[src/rtl/heap_pkg.sv]
// Shared definitions for the heap controller and the sort nodes below it.
// Holds the entry flag encodings, the sentinel entry and the entry ordering
// functions.
package heap_pkg;

  // Entry flag encodings, stored in the top two bits of an entry.
  localparam logic [1:0] FLAG_NORMAL = 2'b00;
  localparam logic [1:0] FLAG_MIN    = 2'b01;
  localparam logic [1:0] FLAG_MAX    = 2'b11;

  // Widest key the comparison functions accept. Callers zero-extend keys.
  localparam int KEY_MAX_W = 64;

  // Sentinel entry at the default 32-bit width: min flag with zero payload.
  localparam logic [31:0] INIT_ENTRY32 = {FLAG_MIN, 30'b0};

  // Ordering rank of a flag: min below normal below max.
  // The unused encoding 10 is ranked as normal.
  function automatic logic [1:0] flag_rank(input logic [1:0] f);
    case (f)
      FLAG_MIN: return 2'd0;
      FLAG_MAX: return 2'd2;
      default:  return 2'd1;
    endcase
  endfunction

  // a < b. Two normal entries compare by unsigned key. Two min entries, or
  // two max entries, are never strictly less than each other.
  function automatic logic cmp_lt(input logic [1:0]           fa,
                                  input logic [KEY_MAX_W-1:0] ka,
                                  input logic [1:0]           fb,
                                  input logic [KEY_MAX_W-1:0] kb);
    logic [1:0] ra;
    logic [1:0] rb;
    ra = flag_rank(fa);
    rb = flag_rank(fb);
    if (ra != rb) return (ra < rb);
    if (ra == 2'd1) return (ka < kb);
    return 1'b0;
  endfunction

  // a <= b under the same ordering.
  function automatic logic cmp_lte(input logic [1:0]           fa,
                                   input logic [KEY_MAX_W-1:0] ka,
                                   input logic [1:0]           fb,
                                   input logic [KEY_MAX_W-1:0] kb);
    logic [1:0] ra;
    logic [1:0] rb;
    ra = flag_rank(fa);
    rb = flag_rank(fb);
    if (ra != rb) return (ra < rb);
    if (ra == 2'd1) return (ka <= kb);
    return 1'b1;
  endfunction

endpackage

[src/rtl/heap_ctrl.sv]
// Root controller of a pipelined heap. Holds the heap top, initialises the
// node levels below it, and pushes accepted candidates into the level-1 node.
// Optional: define HEAP_CTRL_STATS_EN to add accepted/dropped handshake
// counters (acc_cnt, drop_cnt).
//
// state  | meaning
// UNINIT | after reset, heap contents invalid until start
// INIT   | node levels clearing, (1<<LEVELS)+1 cycles, busy=1
// READY  | accepting candidates, in_ready=1
// GAP    | one-cycle wait for the level-1 node writeback
module heap_ctrl
  import heap_pkg::*;
#(
  parameter int DATA_WIDTH = 32,
  parameter int KEY_WIDTH  = 16,
  parameter int ADDR_WIDTH = 5,
  parameter int LEVELS     = 5,
  parameter logic [DATA_WIDTH-1:0] INIT_DATA = {FLAG_MIN, {(DATA_WIDTH-2){1'b0}}}
) (
  input  logic                  clk,
  input  logic                  rstn,
  input  logic                  start,
  output logic                  busy,
  input  logic                  in_valid,
  output logic                  in_ready,
  input  logic [DATA_WIDTH-1:0] in_data,
  output logic [DATA_WIDTH-1:0] root_data,
  output logic                  node_init,
  output logic                  node_update,
  output logic [ADDR_WIDTH-1:0] node_addr,
  output logic                  node_branch,
  output logic [DATA_WIDTH-1:0] node_data,
  input  logic                  up_we,
  input  logic [DATA_WIDTH-1:0] up_data
`ifdef HEAP_CTRL_STATS_EN
  ,
  output logic [31:0]           acc_cnt,
  output logic [31:0]           drop_cnt
`endif
);

  typedef enum logic [1:0] {
    UNINIT = 2'd0,
    INIT   = 2'd1,
    READY  = 2'd2,
    GAP    = 2'd3
  } state_t;

  localparam int CNT_W = LEVELS + 1;
  localparam logic [CNT_W-1:0] INIT_CNT = CNT_W'(1) << LEVELS;

  state_t                 state_q, state_d;
  logic [CNT_W-1:0]       cnt_q, cnt_d;
  logic [DATA_WIDTH-1:0]  root_q, root_d;
  logic                   node_init_q, node_init_d;
  logic                   node_update_q, node_update_d;
  logic [DATA_WIDTH-1:0]  node_data_q, node_data_d;
  logic                   hs;
  logic                   accept;
`ifdef HEAP_CTRL_STATS_EN
  logic [31:0]            acc_q, acc_d;
  logic [31:0]            drop_q, drop_d;
`endif

  assign busy        = (state_q == INIT);
  assign in_ready    = (state_q == READY);
  assign root_data   = root_q;
  assign node_init   = node_init_q;
  assign node_update = node_update_q;
  assign node_data   = node_data_q;
  // Only the root pushes into the level-1 node, always at its single slot.
  assign node_addr   = '0;
  assign node_branch = 1'b0;

  assign hs     = in_valid & in_ready;
  assign accept = cmp_lt(root_q[DATA_WIDTH-1 -: 2], KEY_MAX_W'(root_q[KEY_WIDTH-1:0]),
                         in_data[DATA_WIDTH-1 -: 2], KEY_MAX_W'(in_data[KEY_WIDTH-1:0]));

  // Next-state, init counter, heap top and level-1 command.
  always_comb begin
    state_d       = state_q;
    cnt_d         = cnt_q;
    root_d        = root_q;
    node_init_d   = 1'b0;
    node_update_d = 1'b0;
    node_data_d   = node_data_q;
`ifdef HEAP_CTRL_STATS_EN
    acc_d         = acc_q;
    drop_d        = drop_q;
`endif
    if (start) begin
      // Start overrides everything, including a same-cycle writeback.
      state_d     = INIT;
      cnt_d       = INIT_CNT;
      node_init_d = 1'b1;
`ifdef HEAP_CTRL_STATS_EN
      acc_d       = '0;
      drop_d      = '0;
`endif
    end else begin
      case (state_q)
        INIT: begin
          if (cnt_q == '0) begin
            state_d = READY;
            root_d  = INIT_DATA;
          end else begin
            cnt_d = cnt_q - CNT_W'(1);
          end
        end
        READY: begin
          if (hs) begin
            if (accept) begin
              state_d       = GAP;
              node_update_d = 1'b1;
              node_data_d   = in_data;
              root_d        = in_data;
`ifdef HEAP_CTRL_STATS_EN
              acc_d         = acc_q + 32'd1;
`endif
            end else begin
`ifdef HEAP_CTRL_STATS_EN
              drop_d        = drop_q + 32'd1;
`endif
            end
          end
        end
        GAP:     state_d = READY;
        default: state_d = state_q;
      endcase
      // The level-1 writeback is the newest view of the heap top.
      if (up_we && (state_q != INIT)) root_d = up_data;
    end
  end

  // State and datapath registers.
  always_ff @(posedge clk or negedge rstn) begin
    if (!rstn) begin
      state_q       <= UNINIT;
      cnt_q         <= '0;
      root_q        <= INIT_DATA;
      node_init_q   <= 1'b0;
      node_update_q <= 1'b0;
      node_data_q   <= '0;
    end else begin
      state_q       <= state_d;
      cnt_q         <= cnt_d;
      root_q        <= root_d;
      node_init_q   <= node_init_d;
      node_update_q <= node_update_d;
      node_data_q   <= node_data_d;
    end
  end

`ifdef HEAP_CTRL_STATS_EN
  assign acc_cnt  = acc_q;
  assign drop_cnt = drop_q;

  // Handshake statistics.
  always_ff @(posedge clk or negedge rstn) begin
    if (!rstn) begin
      acc_q  <= '0;
      drop_q <= '0;
    end else begin
      acc_q  <= acc_d;
      drop_q <= drop_d;
    end
  end
`endif

endmodule

[config.mk]
export PLATFORM = sky130hd
export DESIGN_NAME = heap_ctrl
export DESIGN_NICKNAME = d
export VERILOG_FILES = /design/src/rtl/heap_pkg.sv /design/src/rtl/heap_ctrl.sv
export SDC_FILE = /design/constraint.sdc
export NUM_CORES = 1
export LEC_CHECK = 0
export CORE_MARGIN = 1
export CORE_UTILIZATION = 39
export CTS_BUF_LIST = sky130_fd_sc_hd__clkbuf_8
export CTS_CLUSTER_DIAMETER = 40
export CTS_CLUSTER_SIZE = 28
export DETAILED_ROUTE_END_ITERATION = 8
export PLACE_DENSITY = 0.7
export SLEW_MARGIN = 0
export SYNTH_ARGS = -nofsm -noshare
export SYNTH_HDL_FRONTEND = slang
export SYNTH_SLANG_ARGS = --single-unit
[constraint.sdc]
create_clock -name clk -period 2.8 [get_ports clk]
set_input_delay 0.56 -clock clk [delete_from_list [all_inputs] [get_ports clk]]
set_output_delay 0.56 -clock clk [all_outputs]
set_load 0.005 [all_outputs]
# Word-level counts from Yosys, hierarchy flattened
# Index checks and enable logic that the tools add are counted.
[word_totals] regBits=74 out_inout_bits=74 word_cells=64
[op_classes] add_sub_neg=1 magnitude_cmp=2 eq_ne=17 mux=27 bitwise=2 n_reduce_logical=9
[op_table] op="two-way mux 32 bit" n=4
[op_table] op="one-hot mux 32 bit (2 select lines)" n=1
[op_table] op="two-way mux 6 bit" n=3
[op_table] op="< comparator 16 bit" n=1
[op_table] op="two-way mux 1 bit" n=12
[op_table] op="inequality test 3 x 1 -> 1 bit (second input constant)" n=3
[op_table] op="inequality test 3 x 2 -> 1 bit (second input constant)" n=3
[op_table] op="equality test 2 x 1 -> 1 bit (second input constant)" n=4
[op_table] op="equality test 2 bit (second input constant)" n=4
[op_table] op="two-way mux 2 bit" n=4
[op_table] op="one-hot mux 2 bit (2 select lines)" n=2
[op_table] op="AND reduction 4 bit" n=2
[op_table] op="zero test 6 bit" n=1
[op_table] op="one-hot mux 2 bit (3 select lines)" n=1
[op_table] op="subtractor 6 x 1 -> 6 bit (second input constant)" n=1
[op_table] op="AND reduction 5 bit" n=1
[op_table] op="nonzero test 4 bit" n=1
[op_table] op="nonzero test 3 bit" n=1
[op_table] op="< comparator 2 bit" n=1
[op_table] op="inequality test 2 x 1 -> 1 bit (second input constant)" n=1
[op_table] op="inequality test 2 bit" n=1
[op_table] op="inequality test 2 bit (second input constant)" n=1
[op_table] op="AND reduction 2 bit" n=1
[op_table] op="nonzero test 2 bit" n=1
[op_table] op="3 further kinds" n=3

# Logic depth before layout (Yosys ltp)
[depth] depth_word=11 mapped_depth=9 depth_no_buf=8

# Least setup slack after synthesis
# No wires, ideal clock.
[synth_timing] path_type="input-to-reg" startpoint="input port in_data[13]" endpoint="register node_data_q[10] (netlist: node_data[10])" t_arrival_ps=2526 setup_slack_ps=149 stages=9 path_buffers=1 path_cell_list="inv_1 > ha_1 > a21o_1 > a21o_1 > a221oi_1 > o21ai_2 > a211oi_4 > buf_6 > mux2_2"
[synth_via] elab_chain_cells=5
[synth_lines] element="start: declaration" line_no="heap_ctrl.sv:26" rtl="input logic [DATA_WIDTH-1:0] in_data,"
[synth_lines] element="< comparator 16 bit" line_no="heap_pkg.sv:38" rtl="if (ra == 2'd1) return (ka < kb);"
[synth_lines] element="two-way mux 1 bit" line_no="heap_pkg.sv:38"
[synth_lines] element="two-way mux 1 bit" line_no="heap_pkg.sv:39" rtl="return 1'b0;"
[synth_lines] element="two-way mux 1 bit" line_no="heap_pkg.sv:38"
[synth_lines] element="AND reduction 4 bit (no line)"
[synth_lines] element="end signal: assignment" line_no="heap_ctrl.sv:150" rtl="node_data_q <= node_data_d;"
[synth_lines] element="end: declaration" line_no="heap_ctrl.sv:57" rtl="logic [DATA_WIDTH-1:0] node_data_q, node_data_d;"
# Every way passes these cells.
# A chain may end at the register's enable or synchronous reset.

# Worst setup path after layout
[layout_timing] startpoint="input port in_data[13]" endpoint="register node_data_q[20] (netlist: node_data[20])"
# Same word-level chain as after synthesis.

==> impl_metrics.tcl <==
set metrics [dict create \
    drive_above_1_share 0.234 \
    finalClockSkew_ns 0.0134 \
    port_buffers 136 \
    hpwl_mm 7.17 \
    root_buffer "clkbuf_8" \
    drc 0 \
    postLayoutCoreUtil 0.608 \
    cp_max_fo 9 \
    hold_buffers 0 \
    leakagePower_uw 0.00293 \
    worst_pin_slew_ns 0.954 \
    yosysUniqueCellTypes 38 \
    insertion_delay_ns 0.34 \
    required_ns 3.03 \
    place_congestion 0.816 \
    syn_area_per_cell_um2 10.7 \
    slew_headroom 0.364 \
    num_rows 36 \
    seq_area_frac_synth 0.476 \
    drt_wl_total_mm 10.5 \
    grt_pass1_wl_mm 17.1 \
    async_flop_share 1.00 \
    pin_count 143 \
    rr_worst_depth 9 \
    drt_pass1_iterations 4 \
    grt_usage 0.217 \
    syn_to_final_growth_pct 51.9 \
    setup_viol_count_final 0 \
    drt-initial-drc-count 117 \
    hold_viol_final 0 \
    rsz0062_at_grt "false" \
    synthesis.area_um2 3890 \
    grt_max_degree 75 \
    cts_buffers 9 \
    n_antenna_cell 0 \
    fin_crit_sh 0.972 \
    power_uw 4300 \
    power_density_nw_per_um2 727 \
    setup.worst_path.start_class "primary input" \
    htree_levels 3 \
    start_util 0.400 \
    wire_per_inst_um 16.0 \
    cp-end-kind "flip-flop" \
    die_y_um 102 \
    antenna_found_initial 0 \
    crit_start "in_data[13]" \
    maxCapViolations 0 \
    vias_per_cell 4.97 \
    grt_pass1_vias 3404 \
    min_period_ns 2.72 \
    p_comb_frac 0.442 \
    hp-class "primary input to async pin" \
    power.switching_uw 1410 \
    fmax_mhz 367 \
    ys_warn_count 0 \
    clk_path_buf_depth 2 \
    p_clk_frac 0.207 \
    syn_inst 365 \
    synth-seq-cells 74 \
    nets 611 \
    synth-edff-count 0 \
    r2r_slack_ns 0.19 \
    critPathKind "primary input to flip-flop" \
    clk_pin_slew_ns 0.08 \
    fp.dieArea_um2 10400 \
    gr-total-overflow 0 \
    cts_tree "built" \
    status "complete, no violations" \
    peakVddDrop_uv 361 \
    sw_frac_of_total 0.328 \
    crit_arrival_ns 2.95 \
    die_w_um 102 \
    core_area_um2 9730 \
    synth_ff_type "dfrtp_1" \
    drv_slew 0 \
    p_seq_frac 0.351 \
    ant_nets 0 \
    internal-power_uw 2890 \
    clock-sinks 74 \
    via_count 3268 \
    r2r_start "root_data[13]" \
]
layout make-up:
type                       instances  area (µm²)
multi-input combinational        248        1920
timing repair buffer             165        1680
clock buffer                       9         124
fill                             829        3820
sequential                        74        1850
tap                              133         166
inverter                          22        82.6
clock inverter                     7        86.3
cells in the final DEF (no fill, tap or decap), types with 2 or more instances in the layout:
cell             instances
bufbuf_16                2
conb_1                   6
buf_12                   3
nor2_1                  10
ha_1                    19
inv_1                   24
o21a_1                   2
or3_1                    3
xor2_1                   3
nand4_1                  2
clkinv_2                 2
buf_4                   23
nor3_1                   2
dlymetal6s2s_1           8
buf_6                    2
xnor2_1                  2
clkdlybuf4s50_1        121
clkbuf_8                 9
a21o_1                   6
nand2b_1                 3
dlygate4sd2_1            6
nand3_1                 31
bufinv_16                2
a21oi_1                  5
nand2_1                 67
dfrtp_1                 73
mux2_2                  63
ha_4                     3
sequential cells by signal, summed over array words and instances, names as in the netlist:
signal / count
node_data: 32
state_q: 2
root_data: 32
cnt_q: 6
node_update: 1
node_init: 1
worst max-delay path, stage by stage:
cell and delay (ns):
dlygate4sd2_1 0.24, inv_1 0.05, ha_1 0.31, a21o_1 0.17
a21o_1 0.19, a221oi_4 0.26, o21ai_4 0.12, a211oi_4 0.29
buf_4 0.16, bufbuf_16 0.26, mux2_2 0.33
metrics by stage:
stage	std cells	hold WS, ns	instance area (µm²)	setup WS, ns	TNS (ns)
6_report	658	0.354	5910	0.0772	0
5_1_grt	658	0.402	5910	0.0165	0
4_1_cts	657	0.388	5830	-0.00127	-0.00161
3_5_place_dp	637	0.479	5510	-0.483	-28.82
3_3_place_gp	637	0.469	5510	-0.483	-29.46
2_1_floorplan	370	0.264	3910	0.149	0
synthesized netlist by cell type, drive strengths merged, types with 2 or more instances:
master | count | area [µm²]
a211oi | 3 | 35.0
nand3 | 31 | 155
xnor2 | 2 | 17.5
inv | 22 | 82.6
nand2 | 68 | 255
a21oi | 6 | 30.0
xor2 | 3 | 26.3
ha | 22 | 275
buf | 14 | 120
dfrtp | 73 | 1830
or3 | 3 | 18.8
nand4 | 2 | 12.5
clkbuf | 12 | 45.0
a21o | 6 | 45.0
o21ai | 2 | 13.8
nand2b | 4 | 25.0
o21a | 2 | 15.0
nor3 | 2 | 10.0
nor2 | 11 | 41.3
mux2 | 64 | 721
worst paths after layout:
kind | endpoint
max | node_data[20]
min | root_data[7]
max reg2reg | node_data[20]
min reg2reg | node_data[5]
max in group asynchronous | root_data[20]
min in group clk | node_data[5]
routing by layer:
metal,up-vias,GRT usage,wire length [µm]
li1,1542,-,-
met1,1589,0.269,4450
met2,125,0.361,5160
met3,12,0.0732,750
met4,0,0.0604,157
met5,-,0,0
power by group through the flow:
stage	clock network [µW]	logic, µW	registers, µW
global placement	0	1790	1520
global route	971	2090	1550
detailed placement	0	1850	1530
finish	891	1900	1510
floorplan	0	953	1510
CTS	919	1880	1510
logic make-up after synthesis:
kind of cell / count (synthesis) / synth area share
DFF: 74 / 0.476
other: 1 / 0.000963
adders and majority gates: 22 / 0.0707
xor gates and xnor gates: 5 / 0.0112
AOI/OAI and AO/OA: 27 / 0.0546
buffers and inverters: 48 / 0.0636
and+or+nand+nor: 124 / 0.138
muxes: 64 / 0.185
timing repair:
action,CTS,global route
resized for setup,14,16
setup buffers,3,1
gates cloned,2,0
setup endpoints to repair,64,64
pin swaps,7,9
No activity file was read; power rests on OpenSTA's default activity.
